### config.mk
export PLATFORM = sky130hd
export DESIGN_NAME = vga_sync_gen
export DESIGN_NICKNAME = d
export VERILOG_FILES = /design/src/rtl/vga_timing_pkg.sv /design/src/rtl/vga_axis_counter.sv /design/src/rtl/vga_sync_gen.sv
export SDC_FILE = /design/constraint.sdc
export NUM_CORES = 1
export LEC_CHECK = 0
export ABC_AREA = 1
export CORE_MARGIN = 2
export CORE_UTILIZATION = 40
export CTS_CLUSTER_DIAMETER = 60
export DETAILED_ROUTE_END_ITERATION = 16
export PLACE_DENSITY_LB_ADDON = 0.05
export SLEW_MARGIN = 20
export SYNTH_ARGS = -nofsm -noshare
export SYNTH_HDL_FRONTEND = slang
export SYNTH_SLANG_ARGS = --single-unit
export TNS_END_PERCENT = 10
### constraint.sdc
create_clock -name clk -period 1.82 [get_ports clk]
set_input_delay 0.364 -clock clk [delete_from_list [all_inputs] [get_ports clk]]
set_output_delay 0.364 -clock clk [all_outputs]
set_load 0.005 [all_outputs]
### src/rtl/vga_timing_pkg.sv
// Shared raster timing constants and phase encoding for the VGA sync path.
// Defaults describe 640x480@60 on a 25 MHz pixel clock.
package vga_timing_pkg;

    localparam int DEF_H_VISIBLE = 640;
    localparam int DEF_H_FP      = 16;
    localparam int DEF_H_SYNC    = 96;
    localparam int DEF_H_BP      = 48;
    localparam int DEF_H_TOTAL   = DEF_H_VISIBLE + DEF_H_FP + DEF_H_SYNC + DEF_H_BP;

    localparam int DEF_V_VISIBLE = 480;
    localparam int DEF_V_FP      = 10;
    localparam int DEF_V_SYNC    = 2;
    localparam int DEF_V_BP      = 33;
    localparam int DEF_V_TOTAL   = DEF_V_VISIBLE + DEF_V_FP + DEF_V_SYNC + DEF_V_BP;

    localparam int DEF_CW        = 10;

    localparam bit DEF_HS_POL    = 1'b0;
    localparam bit DEF_VS_POL    = 1'b0;

    typedef enum logic [1:0] {
        PH_ACTIVE = 2'd0,
        PH_FP     = 2'd1,
        PH_SYNC   = 2'd2,
        PH_BP     = 2'd3
    } phase_t;

    function automatic int axis_total(input int visible, input int fp,
                                      input int sync, input int bp);
        return visible + fp + sync + bp;
    endfunction

endpackage

### src/rtl/vga_axis_counter.sv
// One raster axis: wrapping position counter plus ACTIVE/FP/SYNC/BP phase decode.
// Used once per line (inc tied high) and once per frame (inc = line wrap).
module vga_axis_counter
    import vga_timing_pkg::*;
#(
    parameter int VISIBLE = DEF_H_VISIBLE,
    parameter int FP      = DEF_H_FP,
    parameter int SYNC    = DEF_H_SYNC,
    parameter int BP      = DEF_H_BP,
    parameter int CW      = DEF_CW
) (
    input  logic          clk,
    input  logic          clr,
    input  logic          inc,
    output logic [CW-1:0] cnt,
    output logic          wrap,
    output logic [1:0]    phase
);

    localparam int TOTAL = axis_total(VISIBLE, FP, SYNC, BP);
    localparam int CWX   = CW + 1;

    // Thresholds are compared one bit wider so a boundary equal to 2^CW still works.
    localparam logic [CW:0]   L_FP_START   = CWX'(VISIBLE);
    localparam logic [CW:0]   L_SYNC_START = CWX'(VISIBLE + FP);
    localparam logic [CW:0]   L_BP_START   = CWX'(VISIBLE + FP + SYNC);
    localparam logic [CW-1:0] L_LAST       = CW'(TOTAL - 1);
    localparam logic [CW-1:0] L_ONE        = CW'(1);

    logic [CW:0] cnt_x;
    phase_t      phase_n;

    assign wrap  = inc && (cnt == L_LAST);
    assign cnt_x = {1'b0, cnt};

    always_ff @(posedge clk or posedge clr) begin
        if (clr) begin
            cnt <= '0;
        end else if (inc) begin
            cnt <= wrap ? '0 : cnt + L_ONE;
        end
    end

    // Empty phases fall through because their start and end thresholds coincide.
    always_comb begin
        phase_n = PH_BP;
        if (cnt_x < L_FP_START) begin
            phase_n = PH_ACTIVE;
        end else if (cnt_x < L_SYNC_START) begin
            phase_n = PH_FP;
        end else if (cnt_x < L_BP_START) begin
            phase_n = PH_SYNC;
        end
    end

    assign phase = phase_n;

endmodule

### src/rtl/vga_sync_gen.sv
// VGA raster timing generator: sync pulses, visible flag, coordinates and strobes.
// Optional frame counter is built only when VGA_FRAME_COUNT_EN is defined.
module vga_sync_gen
    import vga_timing_pkg::*;
#(
    parameter int H_VISIBLE = DEF_H_VISIBLE,
    parameter int H_FP      = DEF_H_FP,
    parameter int H_SYNC    = DEF_H_SYNC,
    parameter int H_BP      = DEF_H_BP,
    parameter int V_VISIBLE = DEF_V_VISIBLE,
    parameter int V_FP      = DEF_V_FP,
    parameter int V_SYNC    = DEF_V_SYNC,
    parameter int V_BP      = DEF_V_BP,
    parameter bit HS_POL    = DEF_HS_POL,
    parameter bit VS_POL    = DEF_VS_POL,
    parameter int CW        = DEF_CW
) (
    input  logic          clk,
    input  logic          clr,
    output logic          hsync,
    output logic          vsync,
    output logic          video_on,
    output logic [CW-1:0] px,
    output logic [CW-1:0] py,
    output logic          line_start,
    output logic          frame_start,
    output logic [7:0]    frame_cnt
);

    logic [CW-1:0] h_cnt;
    logic [CW-1:0] v_cnt;
    logic          h_wrap;
    logic          v_wrap;
    logic [1:0]    h_phase;
    logic [1:0]    v_phase;

    vga_axis_counter #(
        .VISIBLE (H_VISIBLE),
        .FP      (H_FP),
        .SYNC    (H_SYNC),
        .BP      (H_BP),
        .CW      (CW)
    ) u_h_axis (
        .clk   (clk),
        .clr   (clr),
        .inc   (1'b1),
        .cnt   (h_cnt),
        .wrap  (h_wrap),
        .phase (h_phase)
    );

    vga_axis_counter #(
        .VISIBLE (V_VISIBLE),
        .FP      (V_FP),
        .SYNC    (V_SYNC),
        .BP      (V_BP),
        .CW      (CW)
    ) u_v_axis (
        .clk   (clk),
        .clr   (clr),
        .inc   (h_wrap),
        .cnt   (v_cnt),
        .wrap  (v_wrap),
        .phase (v_phase)
    );

    // Stage p0: flags meaning "counters now sit at column 0 / at (0,0)".
    // Reset parks the counters at (0,0), so both flags come out of reset set.
    logic line_pend_p0;
    logic frame_pend_p0;

    always_ff @(posedge clk or posedge clr) begin
        if (clr) begin
            line_pend_p0  <= 1'b1;
            frame_pend_p0 <= 1'b1;
        end else begin
            line_pend_p0  <= h_wrap;
            frame_pend_p0 <= h_wrap && v_wrap;
        end
    end

    // Stage p1: registered outputs decoded from the current (hc,vc).
    logic          hsync_p1;
    logic          vsync_p1;
    logic          video_on_p1;
    logic [CW-1:0] px_p1;
    logic [CW-1:0] py_p1;
    logic          line_start_p1;
    logic          frame_start_p1;

    always_ff @(posedge clk or posedge clr) begin
        if (clr) begin
            hsync_p1       <= ~HS_POL;
            vsync_p1       <= ~VS_POL;
            video_on_p1    <= 1'b0;
            px_p1          <= '0;
            py_p1          <= '0;
            line_start_p1  <= 1'b0;
            frame_start_p1 <= 1'b0;
        end else begin
            hsync_p1       <= (h_phase == PH_SYNC) ? HS_POL : ~HS_POL;
            vsync_p1       <= (v_phase == PH_SYNC) ? VS_POL : ~VS_POL;
            video_on_p1    <= (h_phase == PH_ACTIVE) && (v_phase == PH_ACTIVE);
            px_p1          <= h_cnt;
            py_p1          <= v_cnt;
            line_start_p1  <= line_pend_p0;
            frame_start_p1 <= frame_pend_p0;
        end
    end

    assign hsync       = hsync_p1;
    assign vsync       = vsync_p1;
    assign video_on    = video_on_p1;
    assign px          = px_p1;
    assign py          = py_p1;
    assign line_start  = line_start_p1;
    assign frame_start = frame_start_p1;

`ifdef VGA_FRAME_COUNT_EN
    // Advances on the same edge that registers frame_start.
    logic [7:0] frame_cnt_p1;

    always_ff @(posedge clk or posedge clr) begin
        if (clr) begin
            frame_cnt_p1 <= 8'd0;
        end else if (frame_pend_p0) begin
            frame_cnt_p1 <= frame_cnt_p1 + 8'd1;
        end
    end

    assign frame_cnt = frame_cnt_p1;
`else
    assign frame_cnt = 8'd0;
`endif

endmodule

==> impl_metrics.csv, run 1 <==
group,metric,value,unit
run_status,outcome,"complete, no violations",
cells_and_area,drive_gt1_share,9.78,%
timing,finalSetupTns,0,ns
timing,setup_viol,0,
setup_path,critPathMaxFanout,1,
power,swShare,19.3,%
route,antenna_left,0,
yosys,synth.distinct_cells,21,
global_route,met1_usage,17.7,%
die,start_util,41.2,%
yosys,yosysTopAreaCellShare,55.7,%
cells_and_area,syn_to_final_growth,22.1,%
clocking,clk_pin_slew,0.09,ns
place,port-buffer-count,26,
timing,drv_slew,0,
yosys,synth.area.top_cells,"dfrtp_1 (56%), nand2_1 (6.6%), dfstp_2 (5.4%)",
route,vias_per_cell,4.67,
clocking,cts_made_buffers,5,
clocking,cts_tree,"built",
timing,rsz0062_at_grt,"false",
yosys,synth.avg_cell_area,10.1,µm²
power,pwr-share-clk,42.0,%
yosys,ys_warn_count,0,
place,gp_congestion,0.819,
power,intPower,1.49,mW
die,core_area,4690,µm²
timing,clock-skew-final,0.00775,ns
route,drt_first_pass_iters,4,
cells_and_area,multi_input_area,609,µm²
cells_and_area,layout_commonest_cell,"dfrtp_1",
yosys,seq_area_frac_synth,61.1,%
power,switchingPower,0.357,mW
setup_path,cp_cell_sequence,"clkdlybuf4s50_1",
global_route,first_global_vias,1252,
flow_run,maxCapViolCount,0,
yosys,netlist_instances,191,
cells_and_area,layout.nets,229,
global_route,grt_usage,14.4,%
die,die_x,73.5,µm
cells_and_area,fillCellCount,434,
global_route,grt_antenna_before_repair,0,
yosys,ys_ff_latch,47,
die,ios,35,
die,die_h,73.5,µm
setup_path,crit_buf_inv,1,
setup_path,slowest_delay,0.52,ns
global_route,grtUsageMet3,4.12,%
cells_and_area,antennaDiodeCount,0,
global_route,grt_start_max_net_pins,48,
yosys,syn_area,1930,µm²
clocking,clk-insertion-delay-late,0.30,ns
yosys,yosys.area.top_type,"dfrtp_1",
hold_path,min_path_type,"register to register",
clocking,clock-sinks,47,
route,wirelength,3.34,mm
route,vias,1303,
power,ir_drop,0.531,mV
global_route,grt_busiest_layer,"met2",
setup_path,worst_setup_path_start_kind,"register",
timing,period_needed,1.66,ns
global_route,grt_util_met2,23.7,%
clocking,cts_resized,0,
clocking,cts_hold_buf,0,
route,drc,0,
timing,hold_violations,0,
place,hpwl,2.47,mm
cells_and_area,regArea,1180,µm²
setup_path,critPathSlowestCell,"dfstp_2",
setup_path,critPathTopFamily,"flip-flops",
clocking,h-tree-depth,2,
setup_path,criticalPathCategory,"register to output port",
die,die-area,5410,µm²
setup_path,end_kind,"output port",
die,rows,25,
clocking,clock_path_buffers,2,
route,post_drt_wl_per_cell,12.0,µm
setup_path,crit_required,1.46,ns
setup_path,cp.arrival,1.30,ns
cells_and_area,layout_common_cells,"dfrtp_1 (43), nand2_1 (34), clkdlybuf4s50_1 (26)",
timing,finalCritPeriodShare,91.3,%
timing,worst_hold_slack,0.385,ns
clocking,cts_root_buf,"clkbuf_8",
timing,fmax,602,MHz
global_route,grt_pass1_wl,5.82,mm
route,drt_iter0_markers,69,
power,p_seq_share,56.4,%
power,p_per_area,784,nW/µm²
global_route,grt_overflow,0,
power,p_leak,1.15,nW
clocking,cts_setup_buffers,0,
power,combPwrFrac,1.6,%
-- worst reg2reg max path, delay by kind of cell, from the launching register on --
| kind | cells | cell delay (ns) |
|---|---|---|
| compound gates | 1 | 0.09 |
| fa+ha+maj | 1 | 0.24 |
| buf+inv | 1 | 0.19 |
| flops | 1 | 0.43 |
| simple gates | 5 | 0.52 |
-- cell families (layout without fill, tap and decap cells) --
family,after synthesis,count (layout),share of synthesized area [%]
DFF,47,47,61.1
buffers and inverters,35,62,8.74
other,1,8,0.194
xor gates and xnor gates,10,10,4.53
adders and majority gates,3,3,1.94
AOI/OAI and AO/OA,6,6,1.55
and+or+nand+nor,89,89,21.9
-- synthesized netlist by cell type (all sizes together) --
cell,n
nand4,9
ha,3
nor3,5
o21ai,6
buf,9
nand3,14
dfrtp,43
inv,26
xor2,10
nor2,24
nor4,1
or2,1
dfstp,4
conb,1
nand2,35
-- power groups by stage --
stage               clock, mW  combinational, mW  sequential [mW]
floorplan                   0             0.0313             1.06
global route            0.849             0.0368             1.04
global placement            0             0.0317             1.06
CTS                     0.805             0.0323             1.04
finish                  0.778             0.0303             1.04
detailed placement          0             0.0322             1.06
-- path summary, 6_finish.rpt --
check	startpoint	end	slack [ns]	depth (start not counted)
setup reg to reg	u_h_axis.cnt[0]$_DFF_PP0_	u_v_axis.cnt[4]$_DFFE_PP0N_	0.27	8
min in group asynchronous	clr	u_h_axis.cnt[0]$_DFF_PP0_	0.41	3
setup / recovery	hsync$_DFF_PP1_	hsync	0.16	1
max in group asynchronous	clr	vsync$_DFF_PP1_	1.13	3
hold reg to reg	frame_pend_p0$_DFF_PP1_	frame_start$_DFF_PP0_	0.38	0
hold / removal	frame_pend_p0$_DFF_PP1_	frame_start$_DFF_PP0_	0.38	0
-- final cells by class --
type | instances | share of cell area [%]
well taps | 54 | 2.86
inverters | 26 | 4.13
repair buffers | 28 | 12.2
clock inverters | 2 | 1.48
clock buffers | 6 | 3.50
flip-flops and latches | 47 | 50.0
multi-input cells | 116 | 25.8
-- registers in the layout, summed over array words and instances, names as in the netlist --
signal,count
hsync,1
px,10
u_h_axis.cnt,10
py,10
u_v_axis.cnt,10
line_start,1
line_pend_p0,1
video_on,1
vsync,1
frame_pend_p0,1
frame_start,1
-- through the flow --
| stage | worst slack, ns | cell area [µm²] | std cells | util (%) | total power [mW] |
|---|---|---|---|---|---|
| after CTS | 0.138 | 2360 | 279 | 50.3 | 1.88 |
| after global routing | 0.115 | 2360 | 279 | 50.3 | 1.93 |
| after detailed placement | 0.281 | 2240 | 271 | 47.8 | 1.10 |
| after floorplan | 0.347 | 1960 | 198 | - | 1.10 |
| after global placement | 0.335 | 2240 | 271 | 47.8 | 1.10 |
| final | 0.157 | 2360 | 279 | 50.3 | 1.85 |
-- layer usage --
metal	wire length, µm	up-vias
met5	0	-
met4	65	0
met3	107	6
met2	1730	19
met1	1430	631
li1	-	647
Power figures use the tool's default switching activity.
==> inputs of run 2 (changes only) <==
==> constraint.sdc (replaced) <==
create_clock -name clk -period 1.4 [get_ports clk]
set_input_delay 0.28 -clock clk [delete_from_list [all_inputs] [get_ports clk]]
set_output_delay 0.28 -clock clk [all_outputs]
set_load 0.005 [all_outputs]
==> run 2 against run 1 <==
Net effect: clock skew decreased by 0.0014 ns; die area unchanged; critical path depth increased by 7; flip-flop and latch count unchanged; final area increased by 5.8%; first-iteration DRC count decreased by 42%; clock power decreased by 1%; global-route usage decreased by 0.12 points; largest power group unchanged; setup slack got worse by 0.17 ns; routed wire length increased by 13%; total power increased by 17%; worst hold slack got worse by 0.066 ns; the run now ends with setup timing left.
==> impl_metrics.csv, run 2 (same netlist as run 1, synthesis figures left out) <==
group,metric,value,unit
run_status,violations,"setup timing",
place,dpl_cell_area,2300,µm²
die,ios,35,
place,gp_congestion,0.867,
place,pre_cts_slack,-0.00842,ns
hold_path,min_path_type,"primary input to asynchronous set/reset pin",
timing,hold_violations,0,
setup_path,slowest_delay,0.41,ns
clocking,cts_made_buffers,5,
power,p_per_area,866,nW/µm²
power,p_leak,1.44,nW
global_route,grt_busiest_layer,"met2",
cells_and_area,layout_commonest_cell,"dfrtp_1",
setup_path,criticalPathCategory,"register to register",
clocking,h-tree-depth,2,
setup_path,critPathTopFamily,"simple AND/OR/NAND/NOR gates",
setup_path,crit_required,1.61,ns
timing,period_needed,1.42,ns
timing,fmax,706,MHz
cells_and_area,syn_to_final_growth,29.3,%
setup_path,reg2regPathDepth,8,
clocking,cts_tree,"built",
die,start_util,41.2,%
global_route,grt_antenna_before_repair,0,
setup_path,end_kind,"register",
setup_path,critPathMaxFanout,6,
route,drc,0,
global_route,grt_pass1_wl,5.82,mm
timing,rsz0062_at_grt,"true",
clocking,clock_path_buffers,2,
die,die-area,5410,µm²
timing,setup_viol,1,
cells_and_area,finish.instance_area,2500,µm²
cells_and_area,layout_common_cells,"dfrtp_1 (42), nand2_1 (34), inv_1 (20)",
cells_and_area,fillCellCount,436,
route,wirelength,3.77,mm
cells_and_area,fin_util,53.3,%
timing,worst_hold_slack,0.319,ns
setup_path,crit_top_cell,"nor2_4",
global_route,grt_usage,14.3,%
clocking,clk-insertion-delay-late,0.29,ns
place,hpwl,2.55,mm
cells_and_area,antennaDiodeCount,0,
power,ir_drop,0.488,mV
power,switchingPower,0.447,mW
power,p_seq_share,62.7,%
setup_path,worst_setup_path_start_kind,"register",
route,vias_per_cell,4.65,
die,die_x,73.5,µm
timing,finalSetupTns,-0.0159,ns
place,port-buffer-count,26,
global_route,first_global_vias,1299,
power,combPwrFrac,1.8,%
route,vias,1368,
clocking,cts_root_buf,"clkbuf_8",
global_route,grt_overflow,0,
setup_path,cp.arrival,1.63,ns
cells_and_area,drive_gt1_share,18.8,%
power,intPower,1.72,mW
die,core_area,4690,µm²
route,antenna_left,0,
timing,finalCritPeriodShare,101,%
timing,setup_ws,-0.0159,ns
flow_run,maxCapViolCount,0,
route,post_drt_wl_per_cell,12.8,µm
timing,clock-skew-final,0.00635,ns
setup_path,crit_buf_inv,1,
setup_path,worstSetupPathDepth,8,
run_status,outcome,"finished with violations",
setup_path,critPathSlowestCell,"dfrtp_1",
power,pwr-share-clk,35.4,%
global_route,grt_util_met2,24.9,%
route,drt_iter0_markers,40,
cells_and_area,layout.nets,244,
die,rows,25,
clocking,cts_hold_buf,0,
die,die_h,73.5,µm
route,drt_first_pass_iters,4,
clocking,clk_pin_slew,0.08,ns
clocking,clock-sinks,47,
global_route,grtUsageMet3,3.84,%
global_route,grt_start_max_net_pins,48,
global_route,met1_usage,16.7,%
timing,drv_slew,0,
power,swShare,20.7,%
setup_path,cp_cell_sequence,"ha_4 -> nand2_4 -> nor2_4 -> nand3_2 -> nor2_4 -> buf_6 -> nand4_1 -> o21ai_1",
==> run 2: cell types whose count changed in the layout (fill, tap and decap cells not counted), sizes merged <==
cell | before | now
bufinv | 1 | 0
buf | 2 | 17
clkdlybuf4s50 | 26 | 1
clkbuf | 6 | 7
dlymetal6s2s | 0 | 12
dlygate4sd2 | 0 | 13
==> run 2: worst paths after layout <==
kind | from | slack (ns) | end
max | u_h_axis.cnt[1]$_DFF_PP0_ | -0.02 | u_v_axis.cnt[4]$_DFFE_PP0N_
min | clr | 0.32 | line_start$_DFF_PP0_
max reg2reg | u_h_axis.cnt[1]$_DFF_PP0_ | -0.02 | u_v_axis.cnt[4]$_DFFE_PP0N_
min reg2reg | frame_pend_p0$_DFF_PP1_ | 0.40 | frame_start$_DFF_PP0_
max in group asynchronous | clr | 0.80 | hsync$_DFF_PP1_
min in group clk | frame_pend_p0$_DFF_PP1_ | 0.40 | frame_start$_DFF_PP0_
==> run 2: repair_timing <==
item,CTS,global route
gates cloned,0,1
setup buffers,0,6
setup endpoints to repair,19,23
pin swaps,1,9
resized for setup,15,31
hold endpoints to repair,0,0
==> run 2: through the flow <==
stage	std cells	total power, mW
floorplan	198	1.42
global placement	279	1.42
detailed placement	279	1.43
CTS	287	2.20
global route	294	2.25
finish	294	2.16
==> run 2: final cells by class <==
cell class	count	area [µm²]	share of cell area, %
clock inverter	1	5.00	0.200
sequential	47	1180	47.3
inverter	26	97.6	3.91
tap	54	67.6	2.70
timing repair buffer	43	418	16.7
clock buffer	7	76.3	3.05
multi-input combinational	116	652	26.1
==> run 2: metal layers <==
metal | vias up | share of wire (%)
met1 | 651 | 42
met3 | 7 | 3.4
met2 | 25 | 53
met4 | 0 | 1.9
met5 | - | 0
li1 | 685 | -
==> run 2: worst register-to-register path, cell delays in order, from the launching register on <==
cell,delay (ns)
dfrtp_1,0.41
ha_4,0.17
nand2_4,0.07
nor2_4,0.12
nand3_2,0.08
nor2_4,0.17
buf_6,0.14
nand4_1,0.08
o21ai_1,0.09
==> run 2: power by group through the flow <==
stage                     clock (mW)  combinational [mW]  sequential, mW
after floorplan                    0              0.0406            1.38
after global placement             0              0.0410            1.38
after detailed placement           0              0.0418            1.38
after CTS                      0.800              0.0419            1.36
after global routing           0.850              0.0473            1.36
final                          0.767              0.0396            1.36
==> inputs of run 3 (changes only) <==
--- a/config.mk
+++ b/config.mk
@@ -8,9 +8,11 @@
 export ABC_AREA = 1
 export CORE_MARGIN = 2
 export CORE_UTILIZATION = 40
+export CTS_BUF_LIST = sky130_fd_sc_hd__clkbuf_8
 export CTS_CLUSTER_DIAMETER = 60
 export DETAILED_ROUTE_END_ITERATION = 16
 export PLACE_DENSITY_LB_ADDON = 0.05
+export SKIP_LAST_GASP = 1
 export SLEW_MARGIN = 20
 export SYNTH_ARGS = -nofsm -noshare
 export SYNTH_HDL_FRONTEND = slang
==> run 3 against run 2 <==
Net effect: the flow still finishes with violations (setup timing); critical path depth decreased by 1; combinational power about the same; count of clock-buffer cells in the layout decreased by 2; clock power decreased by 2%; die area unchanged; sequential share of layout area increased by 0.58 points; sequential power about the same; first-iteration DRC count increased by 80%; clock skew decreased by 0.0015 ns; highest routed layer unchanged.
==> impl_metrics.csv, run 3 (same netlist as run 1, synthesis figures left out) <==
group,metric,value,unit
setup_path,cp.arrival,1.59,ns
power,p_leak,1.22,nW
timing,setup_ws,-0.0190,ns
power,ir_drop,0.467,mV
setup_path,end_kind,"register",
place,gp_congestion,0.867,
die,rows,25,
timing,drv_slew,0,
hold_path,min_path_type,"primary input to asynchronous set/reset pin",
route,drc,0,
global_route,grt_start_max_net_pins,48,
global_route,grt_pass1_wl,5.81,mm
route,antenna_left,0,
cells_and_area,drive_gt1_share,16.7,%
place,port-buffer-count,26,
timing,period_needed,1.42,ns
cells_and_area,layout.nets,243,
clocking,cts_made_buffers,5,
route,wirelength,3.67,mm
die,die_x,73.5,µm
clocking,clk_pin_slew,0.08,ns
route,post_drt_wl_per_cell,12.5,µm
clocking,clock-sinks,47,
timing,clock-skew-final,0.00481,ns
setup_path,criticalPathCategory,"register to register",
timing,hold_violations,0,
run_status,violations,"setup timing",
clocking,cts_root_buf,"clkbuf_8",
global_route,first_global_vias,1294,
clocking,cts_tree,"built",
global_route,grt_overflow,0,
timing,setup_viol,7,
die,ios,35,
setup_path,worst_setup_path_start_kind,"register",
clocking,h-tree-depth,2,
global_route,grt_usage,14.3,%
cells_and_area,layout_commonest_cell,"dfrtp_1",
setup_path,crit_path_start,"u_h_axis.cnt[1]$_DFF_PP0_",
die,die-area,5410,µm²
die,start_util,41.2,%
setup_path,rr_endpoint,"u_v_axis.cnt[7]$_DFFE_PP0N_",
cells_and_area,fillCellCount,438,
power,p_per_area,870,nW/µm²
route,vias,1357,
timing,finalCritPeriodShare,101,%
clocking,clock_path_buffers,2,
global_route,grt_antenna_before_repair,0,
cells_and_area,syn_to_final_growth,27.7,%
clocking,clk-insertion-delay-late,0.29,ns
cells_and_area,antennaDiodeCount,0,
route,drt_first_pass_iters,4,
route,vias_per_cell,4.63,
setup_path,critPathMaxFanout,6,
setup_path,timing.rr.start,"u_h_axis.cnt[1]$_DFF_PP0_",
cells_and_area,layout_common_cells,"dfrtp_1 (42), nand2_1 (34), inv_1 (24), clkdlybuf4s50_1 (24), nor2_1 (20)",
die,core_area,4690,µm²
timing,fmax,705,MHz
power,power,2.15,mW
run_status,outcome,"finished with violations",
setup_path,crit_required,1.57,ns
place,pre_cts_slack,-0.00842,ns
setup_path,rrSetupSlack,-0.02,ns
timing,rsz0062_at_grt,"true",
flow_run,maxCapViolCount,0,
die,die_h,73.5,µm
route,drt_iter0_markers,72,
setup_path,reg2regPathDepth,7,
place,hpwl,2.55,mm
[run 3: cell count changes in the layout (fill, tap and decap cells not counted), moves of 3 or more]
cell / before / now
clkdlybuf4s50_1: 1 / 24
dlygate4sd2_1: 13 / 1
dlymetal6s2s_1: 12 / 1
inv_1: 20 / 24
o21ai_0: 2 / 5
o21ai_1: 4 / 1
[run 3: critical path: stages (launching register included)]
cell	delay, ns
dfrtp_1	0.41
ha_4	0.17
nand2_4	0.07
nor2_4	0.12
nand3_2	0.08
nor2_4	0.16
buf_2	0.19
o21ai_0	0.09
[run 3: worst max-delay path by stage]
stage / slack, ns / end / cells after the start
2_1_floorplan: 0.01 / frame_start$_DFF_PP0_ / 1
3_3_place_gp: -0.005 / u_v_axis.cnt[4]$_DFFE_PP0N_ / 7
3_5_place_dp: -0.008 / u_v_axis.cnt[5]$_DFFE_PP0N_ / 7
4_1_cts: -0.19 / vsync / 1
5_1_grt: -0.11 / u_v_axis.cnt[3]$_DFFE_PP0N_ / 8
6_report: -0.02 / u_v_axis.cnt[7]$_DFFE_PP0N_ / 7
[run 3: repair_timing]
action                                  4_1_cts  5_1_grt
gates resized for setup                       1       13
setup buffers                                 0        5
hold buffers                                  0        0
endpoints found under the setup margin       19       37
cloned                                        0        1
pin swaps                                     0        6
[run 3: per-layer routing]
layer  vias to the layer above  track usage (%)  part of all wire (%)  wire (µm)
met4                         0             5.45                   1.9         70
met5                         -                0                     0          0
met3                         7             3.84                   3.9        143
li1                        678                -                     -          -
met2                        31             24.8                    54       1980
met1                       641             16.7                    40       1480
[run 3: stage by stage]
stage | setup TNS [ns] | hold WS (ns) | std cells | cell area [µm²] | utilization [%]
after floorplan | 0 | 0.374 | 198 | 1960 | -
after global placement | -0.00786 | 0.381 | 279 | 2300 | 49.1
after detailed placement | -0.0156 | 0.386 | 279 | 2300 | 49.1
after CTS | -0.433 | 0.331 | 287 | 2380 | 50.8
after global routing | -1.67 | 0.357 | 293 | 2470 | 52.6
final | -0.0854 | 0.325 | 293 | 2470 | 52.6
[run 3: final cells by class]
class	instances	area [µm²]	area share, %
well taps	54	67.6	2.74
inverters	26	97.6	3.95
flip-flops and latches	47	1180	47.9
clock buffers	5	68.8	2.79
multi-input cells	116	644	26.1
repair buffers	42	395	16.0
clock inverters	3	12.5	0.507
[run 3: power breakdown]
part           internal (mW)  switching [mW]
logic                0.00851          0.0309
clock network          0.336           0.415
registers               1.36               0
